File: src/rtl/successive_sum_decoder_pkg.sv
// Shared definitions for the successive-difference encoder and the successive-sum decoder.
package successive_sum_decoder_pkg;

    localparam int N_DEF     = 9;
    localparam int W_DEF     = 8;
    localparam int IDX_W     = 4;
    localparam int OUT_PORTS = 9;

    typedef enum logic {
        COLLECT = 1'b0,
        PRESENT = 1'b1
    } state_t;

endpackage

File: src/rtl/successive_sum_decoder_if.sv
// Delta-in / frame-out bus of the successive-sum decoder.
interface successive_sum_decoder_if
    import successive_sum_decoder_pkg::*;
#(
    parameter int W = W_DEF
) ();

    // Handshake: a delta transfers on a rising edge where in_valid && in_ready;
    // a frame transfers on a rising edge where out_valid && out_ready. Each
    // valid side holds its payload stable until the transfer happens.
    logic [W-1:0] in_data;
    logic         in_first;
    logic         in_valid;
    logic         in_ready;
    logic [W-1:0] out1, out2, out3, out4, out5, out6, out7, out8, out9;
    logic         out_valid;
    logic         out_ready;
    logic         frame_err;

    // upstream/downstream environment
    modport master (
        output in_data, in_first, in_valid, out_ready,
        input  in_ready, out1, out2, out3, out4, out5, out6, out7, out8, out9,
        input  out_valid, frame_err
    );

    // the decoder
    modport slave (
        input  in_data, in_first, in_valid, out_ready,
        output in_ready, out1, out2, out3, out4, out5, out6, out7, out8, out9,
        output out_valid, frame_err
    );

endinterface

File: src/rtl/successive_sum_decoder_sample_bank.sv
// N x W sample registers with one indexed write port and a parallel read of every entry.
module sample_bank
    import successive_sum_decoder_pkg::*;
#(
    parameter int N = N_DEF,
    parameter int W = W_DEF
) (
    input  logic             clk,
    input  logic             rst_n,
    input  logic             wr_en,
    input  logic [IDX_W-1:0] wr_idx,
    input  logic [W-1:0]     wr_data,
    output logic [W-1:0]     rd_data [N]
);

    logic [W-1:0] mem_q [N];

    always_ff @(posedge clk) begin
        if (!rst_n) begin
            for (int i = 0; i < N; i++) begin
                mem_q[i] <= '0;
            end
        end else if (wr_en) begin
            mem_q[wr_idx] <= wr_data;
        end
    end

    assign rd_data = mem_q;

endmodule

File: src/rtl/successive_sum_decoder.sv
// Rebuilds N-sample frames from successive-difference deltas and presents each frame
// on out1..out9 until the downstream side accepts it.
module successive_sum_decoder
    import successive_sum_decoder_pkg::*;
#(
    parameter int N = N_DEF,
    parameter int W = W_DEF
) (
    input  logic                     clk,
    input  logic                     rst_n,
    successive_sum_decoder_if.slave  bus,
    output state_t                   dbg_state
);

    state_t           state_q, state_d;
    logic [IDX_W-1:0] idx_q, idx_d;
    logic [W-1:0]     acc_q, acc_d;
    logic             err_q, err_d;
    logic             fire;
    logic             restart;
    logic             wr_en;
    logic [IDX_W-1:0] wr_idx;
    logic [W-1:0]     wr_data;
    logic [W-1:0]     samples [N];
    logic [W-1:0]     pad [OUT_PORTS];

    assign bus.in_ready  = rst_n && (state_q == COLLECT);
    assign bus.out_valid = (state_q == PRESENT);
    assign bus.frame_err = err_q;
    assign dbg_state     = state_q;
    assign fire          = bus.in_valid && bus.in_ready;

    always_comb begin
        state_d = state_q;
        idx_d   = idx_q;
        acc_d   = acc_q;
        err_d   = 1'b0;
        wr_en   = 1'b0;
        restart = bus.in_first || (idx_q == '0);
        wr_idx  = idx_q;
        wr_data = acc_q + bus.in_data;
        case (state_q)
            COLLECT: begin
                if (fire) begin
                    wr_en = 1'b1;
                    // A flagged first delta mid-frame abandons the partial frame.
                    if (restart) begin
                        wr_idx  = '0;
                        wr_data = bus.in_data;
                        err_d   = bus.in_first && (idx_q != '0);
                    end
                    acc_d = wr_data;
                    if (wr_idx == IDX_W'(N - 1)) begin
                        state_d = PRESENT;
                        idx_d   = '0;
                    end else begin
                        idx_d = wr_idx + IDX_W'(1);
                    end
                end
            end
            PRESENT: begin
                if (bus.out_ready) begin
                    state_d = COLLECT;
                    idx_d   = '0;
                end
            end
            default: begin
                state_d = COLLECT;
                idx_d   = '0;
            end
        endcase
    end

    always_ff @(posedge clk) begin
        if (!rst_n) begin
            state_q <= COLLECT;
            idx_q   <= '0;
            acc_q   <= '0;
            err_q   <= 1'b0;
        end else begin
            state_q <= state_d;
            idx_q   <= idx_d;
            acc_q   <= acc_d;
            err_q   <= err_d;
        end
    end

    sample_bank #(
        .N (N),
        .W (W)
    ) u_bank (
        .clk     (clk),
        .rst_n   (rst_n),
        .wr_en   (wr_en),
        .wr_idx  (wr_idx),
        .wr_data (wr_data),
        .rd_data (samples)
    );

    // Output ports beyond N read as zero.
    for (genvar k = 0; k < OUT_PORTS; k++) begin : g_pad
        if (k < N) begin : g_used
            assign pad[k] = samples[k];
        end else begin : g_unused
            assign pad[k] = '0;
        end
    end

    assign bus.out1 = pad[0];
    assign bus.out2 = pad[1];
    assign bus.out3 = pad[2];
    assign bus.out4 = pad[3];
    assign bus.out5 = pad[4];
    assign bus.out6 = pad[5];
    assign bus.out7 = pad[6];
    assign bus.out8 = pad[7];
    assign bus.out9 = pad[8];

endmodule

File: src/flat_wrapper.sv
// flat-port wrapper written by rule: the top's interface ports become plain ports
module successive_sum_decoder_flat import successive_sum_decoder_pkg::*;
#(
    parameter int N = N_DEF,
    parameter int W = W_DEF
)
  (clk, rst_n, dbg_state, bus_in_data, bus_in_first, bus_in_valid, bus_out_ready, bus_in_ready, bus_out1, bus_out2, bus_out3, bus_out4, bus_out5, bus_out6, bus_out7, bus_out8, bus_out9, bus_out_valid, bus_frame_err);
  successive_sum_decoder_if #(.W(W)) bus_i ();
  input  logic clk;
  input  logic rst_n;
  output state_t dbg_state;
  input wire logic [$bits(bus_i.in_data)-1:0] bus_in_data;
  input wire logic [$bits(bus_i.in_first)-1:0] bus_in_first;
  input wire logic [$bits(bus_i.in_valid)-1:0] bus_in_valid;
  input wire logic [$bits(bus_i.out_ready)-1:0] bus_out_ready;
  output wire logic [$bits(bus_i.in_ready)-1:0] bus_in_ready;
  output wire logic [$bits(bus_i.out1)-1:0] bus_out1;
  output wire logic [$bits(bus_i.out2)-1:0] bus_out2;
  output wire logic [$bits(bus_i.out3)-1:0] bus_out3;
  output wire logic [$bits(bus_i.out4)-1:0] bus_out4;
  output wire logic [$bits(bus_i.out5)-1:0] bus_out5;
  output wire logic [$bits(bus_i.out6)-1:0] bus_out6;
  output wire logic [$bits(bus_i.out7)-1:0] bus_out7;
  output wire logic [$bits(bus_i.out8)-1:0] bus_out8;
  output wire logic [$bits(bus_i.out9)-1:0] bus_out9;
  output wire logic [$bits(bus_i.out_valid)-1:0] bus_out_valid;
  output wire logic [$bits(bus_i.frame_err)-1:0] bus_frame_err;
  assign bus_i.in_data = bus_in_data;
  assign bus_i.in_first = bus_in_first;
  assign bus_i.in_valid = bus_in_valid;
  assign bus_i.out_ready = bus_out_ready;
  assign bus_in_ready = bus_i.in_ready;
  assign bus_out1 = bus_i.out1;
  assign bus_out2 = bus_i.out2;
  assign bus_out3 = bus_i.out3;
  assign bus_out4 = bus_i.out4;
  assign bus_out5 = bus_i.out5;
  assign bus_out6 = bus_i.out6;
  assign bus_out7 = bus_i.out7;
  assign bus_out8 = bus_i.out8;
  assign bus_out9 = bus_i.out9;
  assign bus_out_valid = bus_i.out_valid;
  assign bus_frame_err = bus_i.frame_err;
  successive_sum_decoder #(.N(N), .W(W)) u_core (.clk(clk), .rst_n(rst_n), .bus(bus_i), .dbg_state(dbg_state));
endmodule
File: config.mk
export PLATFORM = sky130hd
export DESIGN_NAME = successive_sum_decoder_flat
export DESIGN_NICKNAME = d
export VERILOG_FILES = /design/src/rtl/successive_sum_decoder_pkg.sv /design/src/rtl/successive_sum_decoder_if.sv /design/src/rtl/successive_sum_decoder_sample_bank.sv /design/src/rtl/successive_sum_decoder.sv /design/src/flat_wrapper.sv
export SDC_FILE = /design/constraint.sdc
export NUM_CORES = 1
export LEC_CHECK = 0
export CORE_MARGIN = 2
export CORE_UTILIZATION = 40
export CTS_CLUSTER_SIZE = 20
export DETAILED_ROUTE_END_ITERATION = 6
export GPL_ROUTABILITY_DRIVEN = 0
export PLACE_DENSITY = 0.64
export SLEW_MARGIN = 15
export SYNTH_ARGS = -nofsm -noshare
export SYNTH_HDL_FRONTEND = slang
export SYNTH_SLANG_ARGS = --single-unit
export TNS_END_PERCENT = 30
File: constraint.sdc
create_clock -name clk -period 4.7 [get_ports clk]
set_clock_uncertainty 0.1 [all_clocks]
set_input_delay 0.94 -clock clk [delete_from_list [all_inputs] [get_ports clk]]
set_output_delay 0.94 -clock clk [all_outputs]
set_load 0.02 [all_outputs]
==> impl_metrics.sql <==
INSERT INTO impl_metrics (metric_group, metric, value, unit) VALUES
('synthesis', 'syn_inst', '422', ''),
('finish', 'final_util', '54.7', '%'),
('worst_setup_path', 'crit_arrival', '3.54', 'ns'),
('worst_setup_path', 'cp-start-kind', 'primary input', ''),
('clocking', 'post_cts_resized', '0', ''),
('synthesis', 'synth-edff-count', '0', ''),
('clocking', 'cts-hold-fix-buffers', '0', ''),
('synthesis', 'synth_seq_area_share', '46.8', '%'),
('sta', 'timing_max_transition_violations_final', '0', ''),
('detailed_routing', 'drt_drc_violations_left', '0', ''),
('die', 'fp-row-count', '34', ''),
('clocking', 'clk_transition_reported_paths', '0.10', 'ns'),
('finish', 'finalInstanceArea', '4820', 'µm²'),
('finish', 'diodes', '0', ''),
('synthesis', 'yosys.cell_count.top_type', 'sky130_fd_sc_hd__dfxtp_1', ''),
('synthesis', 'leading_post_synthesis_cells_by_cell_area', 'sky130_fd_sc_hd__dfxtp_1 (47%), sky130_fd_sc_hd__a211oi_1 (6.3%), sky130_fd_sc_hd__a21oi_1 (5.6%), sky130_fd_sc_hd__o21ai_0 (5.2%), sky130_fd_sc_hd__nor2_1 (4.6%)', ''),
('sta', 'timing.final.setup_violations', '0', ''),
('synthesis', 'async_reset_ff_share', '0', '%'),
('sta', 'layout_worst_path_cycle_share', '73.0', '%'),
('worst_setup_path', 'end_kind', 'register', ''),
('die', 'placeableCoreArea', '8810', 'µm²'),
('clocking', 'tritoncts', 'built', ''),
('synthesis', 'synth.lib_cells_used.distinct', '57', ''),
('synthesis', 'ys_dominant_reg_cell', 'sky130_fd_sc_hd__dfxtp_1', ''),
('synthesis', 'synthesized_net_count', '443', ''),
('place', 'preCtsSetupSlack', '0.966', 'ns'),
('sta', 'tns', '0', 'ns'),
('pwr', 'finalPower', '1.44', 'mW'),
('die', 'floorplan.die.width', '99.9', 'µm'),
('clocking', 'clk_latency', '0.35', 'ns'),
('die', 'die_height', '99.9', 'µm'),
('detailed_routing', 'ant_nets', '0', ''),
('detailed_routing', 'drtPass1Iterations', '4', ''),
('pwr', 'max-vdd-ir-drop', '0.000165', 'V'),
('grt', 'grt_pass1_wl', '16100', 'µm'),
('synthesis', 'share_of_the_synthesized_area_in_the_top_cell_type', '46.8', '%'),
('synthesis', 'synth_top_area_cell', 'sky130_fd_sc_hd__dfxtp_1', ''),
('worst_setup_path', 'worstPathMaxFanout', '6', ''),
('grt', 'grt_antenna_before_repair', '0', ''),
('job', 'max_cap_viol_count', '0', ''),
('clocking', 'tritoncts_num_sinks', '86', ''),
('sta', 'maxSlewHeadroom', '35.2', '%'),
('die', 'initial_utilization', '41.8', '%'),
('clocking', 'cts_inserted_buffers', '9', ''),
('detailed_routing', 'route.detailed.vias_per_inst', '5.45', ''),
('sta', 'hold_viol_final', '0', ''),
('grt', 'number_of_global_route_vias_before_repair', '3166', ''),
('detailed_routing', 'vias', '3351', ''),
('clocking', 'post_cts_buffers', '0', ''),
('worst_hold_path', 'hold_path_class', 'reg -> reg', ''),
('die', 'floorplan.io_pins', '89', ''),
('status', 'outcome', 'complete, no violations', ''),
('sta', 'grt_setup_unrepaired', 'false', ''),
('detailed_routing', 'drt_iter0_markers', '187', ''),
('synthesis', 'yosys_warnings', '0', ''),
('synthesis', 'post_synth.cell_area_avg', '8.72', 'µm²'),
('sta', 'fmax', '291', 'MHz'),
('synthesis', 'netlist_top_cells_count', 'sky130_fd_sc_hd__dfxtp_1 (86), sky130_fd_sc_hd__nor2_1 (45), sky130_fd_sc_hd__a21oi_1 (41)', ''),
('place', 'detailedPlacementHpwl', '7020', 'µm'),
('finish', 'areaGrowthSynthToFinish', '31.0', '%'),
('synthesis', 'netlist_area', '3680', 'µm²'),
('detailed_routing', 'wl', '9840', 'µm'),
('sta', 'min_period', '3.43', 'ns'),
('die', 'die_area', '9980', 'µm²'),
('place', 'placement.cell_area', '4630', 'µm²'),
('sta', 'timing_worst_slew_pin_value', '0.969', 'ns'),
('grt', 'grt_start_max_net_pins', '50', ''),
('grt', 'globalRouteTotalUtil', '20.2', '%'),
('finish', 'finish.net_count', '523', ''),
('finish', 'fillers', '842', ''),
('finish', 'post_route_cells_drive_above_1_share', '7.30', '%');
[kinds of logic (layout without fill, tap and decap cells)]
logic type               after synthesis  count (layout)  share of synthesized area, %
AO/OA/AOI/OAI                        139             139                          24.6
AND/OR/NAND/NOR                      142             142                          18.2
XOR/XNOR                               3               3                         0.714
flip-flops                            86              86                          46.8
adder cells (fa/ha/maj)                8               8                          2.93
buffers and inverters                 34             119                          4.01
multiplexers                          10              10                          2.79
[worst max-delay path, cell delays in order]
cell	delay (ns)
sky130_fd_sc_hd__clkdlybuf4s50_1	0.49
sky130_fd_sc_hd__ha_1	0.37
sky130_fd_sc_hd__a211oi_1	0.65
sky130_fd_sc_hd__o211ai_2	0.27
sky130_fd_sc_hd__a211oi_4	0.35
sky130_fd_sc_hd__xnor2_1	0.32
sky130_fd_sc_hd__mux2i_1	0.15
[layout make-up]
class / count / area, µm² / area share, %
Tap cell: 108 / 135 / 2.80
Multi-Input combinational cell: 302 / 1810 / 37.5
Clock inverter: 6 / 51.3 / 1.06
Inverter: 8 / 30.0 / 0.623
Clock buffer: 10 / 138 / 2.86
Sequential cell: 86 / 1720 / 35.7
Timing Repair Buffer: 95 / 933 / 19.4
[registers in the layout, indices dropped and copies added (netlist names)]
name / count
u_core.bus.out_valid: 1
u_core.acc_q: 8
u_core.bus.frame_err: 1
u_core.u_bank.rd_data: 72
u_core.idx_q: 4
[stage by stage]
step	cells	hold slack, ns
detailed placement	599	0.346
global placement	599	0.340
CTS	615	0.359
global route	615	0.385
floorplan	422	0.361
finish	615	0.357
[worst paths after layout]
kind | start | endpoint | slack (ns) | cells past startpoint
setup / recovery | bus_in_data[1] | u_core.u_bank.rd_data[31] | 1.27 | 7
hold / removal | u_core.u_bank.rd_data[1] | u_core.u_bank.rd_data[1] | 0.36 | 2
setup reg to reg | u_core.acc_q[1] | u_core.u_bank.rd_data[31] | 2.08 | 6
hold reg to reg | u_core.u_bank.rd_data[1] | u_core.u_bank.rd_data[1] | 0.36 | 2
[layout by cell type, fill, tap and decap left out, drive strengths merged, types with 4 or more instances in the layout]
master,n
nand3,19
dfxtp,86
o211ai,4
mux2i,8
a211oi,34
nor3,9
o21ai,38
o21a,5
ha,7
a21oi,42
clkbuf,10
buf,7
nand2,41
nand2b,5
inv,11
nor2,46
clkdlybuf4s50,88
[power by group]
group / switching [mW] / internal (mW) / leakage (nW)
Combinational: 0.125 / 0.0720 / 0.878
Clock: 0.280 / 0.214 / 0.0939
Sequential: 0.00912 / 0.739 / 0.695
Total: 0.414 / 1.02 / 1.67
[per-layer routing]
layer	global-route usage (%)	vias up	routed length [µm]
li1	-	1693	-
met2	30.7	95	4320
met1	29.3	1549	4860
met4	6.95	0	177
met3	3.20	14	480
met5	0	-	0
No activity file was read; power rests on OpenSTA's default activity.
